==> src/rtl/mips_pkg.sv <==
// mips_pkg
// Shared types and constants for the MEM stage.
//   mem_state_e  : MEM-stage access FSM states (IDLE, WAIT)
//   DMEM_TIMEOUT : default number of WAIT cycles allowed before an access is abandoned
//   CNT_W        : width of the WAIT-cycle counter (covers TIMEOUT up to 255)
package mips_pkg;

    typedef enum logic {
        IDLE = 1'b0,
        WAIT = 1'b1
    } mem_state_e;

    localparam int unsigned DMEM_TIMEOUT = 16;
    localparam int          CNT_W        = 8;

endpackage

==> src/rtl/mem_timeout_ctr.sv <==
// mem_timeout_ctr
// Counts WAIT cycles of an outstanding data-memory access.
// The count saturates at TIMEOUT-1, and expired_o is asserted while it sits there.
//   clk       in  : rising-edge clock
//   rst_n     in  : asynchronous active-low reset, count forced to 0
//   clear_i   in  : synchronous clear, takes priority over enable_i
//   enable_i  in  : advance the count by one this cycle
//   expired_o out : count has reached TIMEOUT-1
module mem_timeout_ctr
    import mips_pkg::*;
#(
    parameter int unsigned TIMEOUT = DMEM_TIMEOUT
) (
    input  logic clk,
    input  logic rst_n,
    input  logic clear_i,
    input  logic enable_i,
    output logic expired_o
);

    localparam logic [CNT_W-1:0] TERM = CNT_W'(TIMEOUT - 1);

    logic [CNT_W-1:0] cnt_q;
    logic [CNT_W-1:0] cnt_d;

    assign expired_o = (cnt_q == TERM);

    always_comb begin
        cnt_d = cnt_q;
        if (clear_i) begin
            cnt_d = '0;
        end else if (enable_i && !expired_o) begin
            cnt_d = cnt_q + 1'b1;
        end
    end

    always_ff @(posedge clk or negedge rst_n) begin
        if (!rst_n) begin
            cnt_q <= '0;
        end else begin
            cnt_q <= cnt_d;
        end
    end

endmodule

==> src/rtl/mem_access_stage.sv <==
// mem_access_stage
// This is the pipeline MEM stage. It has a blocking data-memory handshake and a timeout.
// ALU-only instructions pass to MEM/WB after one cycle.
// An aligned load or store issues a registered dmem request and stalls the pipeline until dmem_ack arrives.
// A misaligned load or store is dropped and pulses misalign_err.
// An access that times out is abandoned and pulses bus_err.
//
// state | meaning
// IDLE  | no access outstanding; the EX/MEM slot is handled in the same cycle
// WAIT  | dmem_req held; waiting for dmem_ack or the timeout; stall high
//
// Ports
//   clk, rst_n                      : clock, asynchronous active-low reset
//   ex_valid, MemRead, MemWrite,
//   RegWrite, MemtoReg, AluResult,
//   StoreData, RegDest              : EX/MEM slot, held by upstream while stall is high
//   dmem_req/we/addr/wdata (out)    : data-memory request, stable until ack or timeout
//   dmem_ack, dmem_rdata (in)       : completion pulse and load data
//   stall (out)                     : high in WAIT
//   RegWrite_out .. RegDest_out     : MEM/WB payload, bubble (all zero) when there is no result
//   misalign_err, bus_err (out)     : one-cycle error pulses
module mem_access_stage
    import mips_pkg::*;
#(
    parameter int unsigned TIMEOUT = DMEM_TIMEOUT
) (
    input  logic        clk,
    input  logic        rst_n,
    input  logic        ex_valid,
    input  logic        MemRead,
    input  logic        MemWrite,
    input  logic        RegWrite,
    input  logic        MemtoReg,
    input  logic [31:0] AluResult,
    input  logic [31:0] StoreData,
    input  logic [4:0]  RegDest,
    output logic        dmem_req,
    output logic        dmem_we,
    output logic [31:0] dmem_addr,
    output logic [31:0] dmem_wdata,
    input  logic        dmem_ack,
    input  logic [31:0] dmem_rdata,
    output logic        stall,
    output logic        RegWrite_out,
    output logic        MemtoReg_out,
    output logic [31:0] AluResult_out,
    output logic [31:0] MemData_out,
    output logic [4:0]  RegDest_out,
    output logic        misalign_err,
    output logic        bus_err
);

    mem_state_e  state_q, state_d;

    logic        req_q, req_d;
    logic        we_q, we_d;
    logic [31:0] addr_q, addr_d;
    logic [31:0] wdata_q, wdata_d;

    // Payload of the access in flight, replayed to MEM/WB on ack.
    logic        cap_rw_q, cap_rw_d;
    logic        cap_mtr_q, cap_mtr_d;
    logic [31:0] cap_alu_q, cap_alu_d;
    logic [4:0]  cap_rd_q, cap_rd_d;
    logic        cap_load_q, cap_load_d;

    logic        rw_out_q, rw_out_d;
    logic        mtr_out_q, mtr_out_d;
    logic [31:0] alu_out_q, alu_out_d;
    logic [31:0] mem_out_q, mem_out_d;
    logic [4:0]  rd_out_q, rd_out_d;
    logic        misalign_q, misalign_d;
    logic        bus_err_q, bus_err_d;

    logic        mem_op;
    logic        expired;

    assign mem_op = ex_valid & (MemRead | MemWrite);

    // The counter is held at zero in IDLE, so it always starts from 0 on entry to WAIT.
    mem_timeout_ctr #(
        .TIMEOUT (TIMEOUT)
    ) u_timeout_ctr (
        .clk       (clk),
        .rst_n     (rst_n),
        .clear_i   (state_q == IDLE),
        .enable_i  (state_q == WAIT),
        .expired_o (expired)
    );

    always_comb begin
        state_d    = state_q;
        req_d      = req_q;
        we_d       = we_q;
        addr_d     = addr_q;
        wdata_d    = wdata_q;
        cap_rw_d   = cap_rw_q;
        cap_mtr_d  = cap_mtr_q;
        cap_alu_d  = cap_alu_q;
        cap_rd_d   = cap_rd_q;
        cap_load_d = cap_load_q;
        rw_out_d   = 1'b0;
        mtr_out_d  = 1'b0;
        alu_out_d  = '0;
        mem_out_d  = '0;
        rd_out_d   = '0;
        misalign_d = 1'b0;
        bus_err_d  = 1'b0;

        case (state_q)
            IDLE: begin
                if (mem_op) begin
                    if (AluResult[1:0] != 2'b00) begin
                        misalign_d = 1'b1;
                    end else begin
                        req_d      = 1'b1;
                        we_d       = MemWrite;
                        addr_d     = AluResult;
                        wdata_d    = StoreData;
                        cap_rw_d   = RegWrite;
                        cap_mtr_d  = MemtoReg;
                        cap_alu_d  = AluResult;
                        cap_rd_d   = RegDest;
                        // When MemRead and MemWrite are both set, the access is a store.
                        cap_load_d = ~MemWrite;
                        state_d    = WAIT;
                    end
                end else if (ex_valid) begin
                    rw_out_d  = RegWrite;
                    mtr_out_d = MemtoReg;
                    alu_out_d = AluResult;
                    rd_out_d  = RegDest;
                end
            end
            WAIT: begin
                // The ack is checked before the timeout, so an ack on the last allowed cycle still completes.
                if (dmem_ack) begin
                    req_d     = 1'b0;
                    rw_out_d  = cap_rw_q;
                    mtr_out_d = cap_mtr_q;
                    alu_out_d = cap_alu_q;
                    rd_out_d  = cap_rd_q;
                    mem_out_d = cap_load_q ? dmem_rdata : 32'h0;
                    state_d   = IDLE;
                end else if (expired) begin
                    req_d     = 1'b0;
                    bus_err_d = 1'b1;
                    state_d   = IDLE;
                end
            end
            default: begin
                state_d = IDLE;
                req_d   = 1'b0;
            end
        endcase
    end

    always_ff @(posedge clk or negedge rst_n) begin
        if (!rst_n) begin
            state_q    <= IDLE;
            req_q      <= 1'b0;
            we_q       <= 1'b0;
            addr_q     <= '0;
            wdata_q    <= '0;
            cap_rw_q   <= 1'b0;
            cap_mtr_q  <= 1'b0;
            cap_alu_q  <= '0;
            cap_rd_q   <= '0;
            cap_load_q <= 1'b0;
            rw_out_q   <= 1'b0;
            mtr_out_q  <= 1'b0;
            alu_out_q  <= '0;
            mem_out_q  <= '0;
            rd_out_q   <= '0;
            misalign_q <= 1'b0;
            bus_err_q  <= 1'b0;
        end else begin
            state_q    <= state_d;
            req_q      <= req_d;
            we_q       <= we_d;
            addr_q     <= addr_d;
            wdata_q    <= wdata_d;
            cap_rw_q   <= cap_rw_d;
            cap_mtr_q  <= cap_mtr_d;
            cap_alu_q  <= cap_alu_d;
            cap_rd_q   <= cap_rd_d;
            cap_load_q <= cap_load_d;
            rw_out_q   <= rw_out_d;
            mtr_out_q  <= mtr_out_d;
            alu_out_q  <= alu_out_d;
            mem_out_q  <= mem_out_d;
            rd_out_q   <= rd_out_d;
            misalign_q <= misalign_d;
            bus_err_q  <= bus_err_d;
        end
    end

    assign stall         = (state_q == WAIT);
    assign dmem_req      = req_q;
    assign dmem_we       = we_q;
    assign dmem_addr     = addr_q;
    assign dmem_wdata    = wdata_q;
    assign RegWrite_out  = rw_out_q;
    assign MemtoReg_out  = mtr_out_q;
    assign AluResult_out = alu_out_q;
    assign MemData_out   = mem_out_q;
    assign RegDest_out   = rd_out_q;
    assign misalign_err  = misalign_q;
    assign bus_err       = bus_err_q;

endmodule

==> config.mk <==
export PLATFORM = sky130hd
export DESIGN_NAME = mem_access_stage
export DESIGN_NICKNAME = d
export VERILOG_FILES = /design/src/rtl/mips_pkg.sv /design/src/rtl/mem_timeout_ctr.sv /design/src/rtl/mem_access_stage.sv
export SDC_FILE = /design/constraint.sdc
export NUM_CORES = 1
export LEC_CHECK = 0
export CORE_MARGIN = 2
export CORE_UTILIZATION = 43
export CTS_CLUSTER_SIZE = 16
export DETAILED_ROUTE_END_ITERATION = 8
export GPL_TIMING_DRIVEN = 0
export HOLD_SLACK_MARGIN = 0.1
export PLACE_DENSITY_LB_ADDON = 0.2
export SLEW_MARGIN = 20
export SYNTH_ARGS = -nofsm -noshare
export SYNTH_HDL_FRONTEND = slang
export SYNTH_SLANG_ARGS = --single-unit
==> constraint.sdc <==
create_clock -name clk -period 1.9 [get_ports clk]
set_clock_uncertainty 0.2 [all_clocks]
set_input_delay 0.475 -clock clk [delete_from_list [all_inputs] [get_ports clk]]
set_output_delay 0.475 -clock clk [all_outputs]
set_load 0.05 [all_outputs]
# ---- Word level (Yosys, flattened, before mapping)
# Index checks and enable logic that the tools add are counted.
dict set report classes {
  n_mul 0
  n_mux 37
  eq_ne 5
  bitwise 5
  reduce_logical 5
  shift 0
  order_cmp 0
  div 0
  n_addsub 1
}
# op n
set ops {}
lappend ops {{2-to-1 mux 32 bit} 6}
lappend ops {{case mux 32 bit (2 select lines)} 1}
lappend ops {{2-to-1 mux 1 bit} 20}
lappend ops {{2-to-1 mux 8 bit} 2}
lappend ops {{2-to-1 mux 5 bit} 3}
lappend ops {{case mux 5 bit (2 select lines)} 1}
lappend ops {{adder 8 x 1 -> 8 bit, second input constant} 1}
lappend ops {{equality test 8 x 4 -> 1 bit, second input constant} 1}
lappend ops {{case mux 1 bit (2 select lines)} 4}
lappend ops {{AND reduction 3 bit} 2}
lappend ops {{inequality test 2 bit, second input constant} 2}
lappend ops {{inequality test 3 x 2 -> 1 bit, second input constant} 1}
lappend ops {{NOT 1 bit} 3}
lappend ops {{inequality test 2 x 1 -> 1 bit, second input constant} 1}
lappend ops {{nonzero test 2 bit} 1}
lappend ops {{AND 1 bit} 1}
lappend ops {{logical AND 1 bit} 1}
lappend ops {{logical NOT 1 bit} 1}
lappend ops {{bitwise OR 1 bit} 1}
dict set report totals {
  register_bits 156
  mem_bits_ro 0
  inputBits 109
  wordCells 70
  ram_bits 0
  memories 0
  latchBits 0
}

# ---- Logic depth before layout (Yosys ltp)
dict set report logic_depth {
  word_depth 5
  mapped_depth 5
  depth_no_buf 4
}

# ---- By module
# Synthesis repeated with hierarchy kept, for this count alone.
dict set report hier_totals {
  cells_unflattened 376
  area_unflattened_um2 5738.0
}
# module cells_per_inst area_each_um2 instances
set by_module_without_submodules {}
lappend by_module_without_submodules {mem_access_stage 331 5286.3 1}
lappend by_module_without_submodules {mem_timeout_ctr 45 451.7 1}

# ---- Worst setup path before layout
# No wires, ideal clock.
dict set report synth_path {
  kind {register -> register}
  start {reg state_q, in the netlist stall}
  end {reg cap_alu_q[17]}
  arrival_time_ns 1.499
  path_buffers 2
  synth_period_minus_slack_ns 1.824
  setup_slack_ns 0.076
  path_stages_with_launch 6
  setup_time_ns 0.125
  required_time_ns 1.575
  path_cell_list {dfrtp_1 > nor2b_2 > o211ai_2 > buf_6 > buf_6 > mux2_4}
}
dict set report synth_via {
  elab_chain_len 2
}
# item line_no
set synth_rtl {}
lappend synth_rtl {{start, declared} mem_access_stage.sv:53} ;# mem_state_e state_q, state_d;
lappend synth_rtl {{start signal, assigned} mem_access_stage.sv:178} ;# state_q <= state_d;
lappend synth_rtl {{NOT 1 bit (no line)} -}
lappend synth_rtl {{AND reduction 3 bit (no line)} -}
lappend synth_rtl {{end signal, assigned} mem_access_stage.sv:185} ;# cap_alu_q <= cap_alu_d;
lappend synth_rtl {{end, declared} mem_access_stage.sv:63} ;# logic [31:0] cap_alu_q, cap_alu_d;
# No other way between the ends.
# A chain may end at the register's enable or synchronous reset.

==> reports/qor.csv <==
metric;value;unit
r2r_start;stall$_DFF_PN0_;
grt_util_all_layers;21.5;%
worst_slew_pin_slew;686;ps
numCtsBuffers;17;
area_delta_synth_final;58.1;%
ys_ff_latch;156;
netlist.area_leader.share;66.3;%
synthTopCellsByArea;dfrtp_1 66%, mux2_4 11%, a22o_1 5.8%;
critical-path-top-delay-family;buffers and inverters;
yosysSeqAreaShare;66.3;%
power.total;10.1;mW
wirelength;15300;µm
fin_nets;748;
core_area;13300;µm²
cts_setup_buffers;0;
fin_setup_tns;0;ps
cp_cell_sequence;clkdlybuf4s15_2;
r2r-end;dmem_wdata[15]$_DFFE_PN0P_;
drc_errors;0;
cts_tree;done;
min_period;1870;ps
die_area;14600;µm²
grt_overflow_total;0;
gp_congestion;0.752;
whs;254;ps
clock_path_buffers;2;
worstSetupStartpoint;cap_alu_q[12]$_DFFE_PN0P_;
path_depth;1;
avgRoutedWirePerCell;18.5;µm
critPathCaptureType;output pin;
ios;249;
portBuffers;248;
start_util;44.3;%
async_flop_share;100;%
syn-cell-area;5890;µm²
grt_max_degree;94;
cts_max_level;4;
syn_nets;480;
clock_sinks;156;
synth-edff-count;0;
critPathLaunchType;register;
layout-drive-gt1-share;40.6;%
ys.flop_type;dfrtp_1;
hold_class;in2reg;
syn_inst;370;
period_share;98.2;%
cts_root_buffer;clkbuf_16;
clk_latency;410;ps
drt_iter0_drc;117;
timing.reg2reg.setup_slack;180;ps
arrival;1190;ps
reg2regPathDepth;5;
antenna_found_initial;0;
path_max_fanout;3;
slew_headroom;54.3;%
ant_nets;0;
grt_pass1_wl;23800;µm
synthDistinctLibCells;38;
diodes;0;
yosys_warnings;0;
cp_slowest_cell;clkdlybuf4s15_2;
drt_first_pass_iters;4;
grt_pass1_vias;4450;
powerDensity;1080;nW/µm²
place_hpwl;11100;µm
worstPathRequired;1220;ps
path_buf_inv;1;
rows;42;
synth_area_per_cell;15.9;µm²
drv_cap;0;
crit_end;dmem_addr[12];
fmax;536;MHz
die_w;121;µm
status;finished, final reports clean;
leakagePower;4.40;nW
die_y;121;µm
ir_drop;0.636;mV
vias_per_cell;4.96;
worstSetupPathType;reg2out;
num_vias;4094;
hold_viol;0;
setup_viol;0;
yosysTopAreaCell;dfrtp_1;
rsz0062_at_grt;no;
clkTransAtPathRegs;60;ps
finalMaxSlewViolations;0;
cp_slowest_stage_delay;400;ps
cell families (layout without fill, tap and decap cells):
group | count (synthesis) | after routing | share of synthesized area [%]
adder cells (fa/ha/maj) | 1 | 1 | 0.212
flip-flops | 156 | 156 | 66.3
buffers and inverters | 27 | 307 | 2.78
multiplexers | 72 | 72 | 16.6
XOR/XNOR | 1 | 1 | 0.149
AO/OA/AOI/OAI | 54 | 54 | 7.44
AND/OR/NAND/NOR | 59 | 59 | 6.52
how the worst min path moves through the flow:
stage,start,endpoint,slack [ps],cells past startpoint
after floorplan,rst_n,AluResult_out[0]$_DFF_PN0_,-20,0
after global placement,cap_rd_q[0]$_DFFE_PN0P_,RegDest_out[0]$_DFF_PN0_,270,1
after detailed placement,cap_rd_q[4]$_DFFE_PN0P_,RegDest_out[4]$_DFF_PN0_,290,1
after CTS,cap_rd_q[4]$_DFFE_PN0P_,RegDest_out[4]$_DFF_PN0_,300,1
after global routing,MemWrite,cap_load_q$_DFFE_PN0P_,310,2
final,MemWrite,cap_load_q$_DFFE_PN0P_,250,2
cell usage in the layout (no fill, tap or decap), types with 6 or more instances in the layout:
cell               n
dfrtp_1          156
clkdlybuf4s15_2  126
clkdlybuf4s50_1  106
mux2_4            45
a22o_1            39
and3_1            32
mux2_2            25
buf_2             18
clkbuf_16         17
clkbuf_1          10
buf_6              7
o21ai_0            6
worst reg2reg max path, cell delays in order (launching register included):
cell      delay (ps)
dfrtp_1          440
nor2b_4          170
o211ai_2         130
buf_6            180
buf_6            170
mux2_4           310
cell usage after synthesis, types with 2 or more instances:
master	number
a21boi_0	2
mux2_2	25
nand2_1	3
buf_4	2
a22o_1	39
nor2_1	3
or3_1	3
and2_1	3
clkbuf_1	8
nand2b_1	3
and3_1	32
buf_6	6
mux2i_1	2
a31oi_1	2
buf_2	8
mux2_4	45
inv_1	3
o21ai_0	6
dfrtp_1	156
state kept, by name, summed over array words and instances, names as in the netlist, 5 cells and up:
| register | count |
|---|---|
| MemData_out | 32 |
| dmem_wdata | 32 |
| u_timeout_ctr.cnt_q | 8 |
| cap_alu_q | 32 |
| RegDest_out | 5 |
| cap_rd_q | 5 |
| AluResult_out | 32 |
cell type report:
type / count / area, µm²
well taps: 176 / 220
inverters: 3 / 11.3
clock inverters: 7 / 63.8
multi-input cells: 187 / 1830
fillers: 942 / 3990
clock buffers: 24 / 492
flip-flops and latches: 156 / 3900
plain buffers: 23 / 153
repair buffers: 250 / 2640
repair_timing:
action	CTS	global route
setup endpoints to repair	202	68
gates resized for setup	425	23
hold buffers	1	0
cloned	0	0
endpoints found under the hold margin	92	0
per-stage QoR:
step | util [%] | cell area, µm² | setup WS (ps) | std cells
after floorplan | - | 5890 | 76.2 | 370
after global placement | 64.6 | 8590 | -5960 | 794
after detailed placement | 64.9 | 8620 | -487 | 795
after CTS | 70.3 | 9350 | 3.39 | 826
after global routing | 70.0 | 9310 | 3.14 | 826
final | 70.0 | 9310 | 33.8 | 826
report_power, final:
group          internal, mW  switching [mW]  leakage, nW  total [mW]
Sequential             3.72           0.244         2.01        3.97
Combinational          1.10            1.81         2.11        2.91
Clock                  1.92            1.25        0.280        3.18
Total                  6.75            3.31         4.40        10.1
layer usage:
| metal | routed length, µm | vias up | global-route usage [%] |
|---|---|---|---|
| met2 | 7770 | 164 | 37.1 |
| met3 | 1250 | 20 | 7.33 |
| met4 | 302 | 0 | 8.07 |
| met1 | 5990 | 2046 | 24.6 |
| li1 | - | 1864 | - |
| met5 | 0 | - | 0 |
No activity file was read; power rests on OpenSTA's default activity.
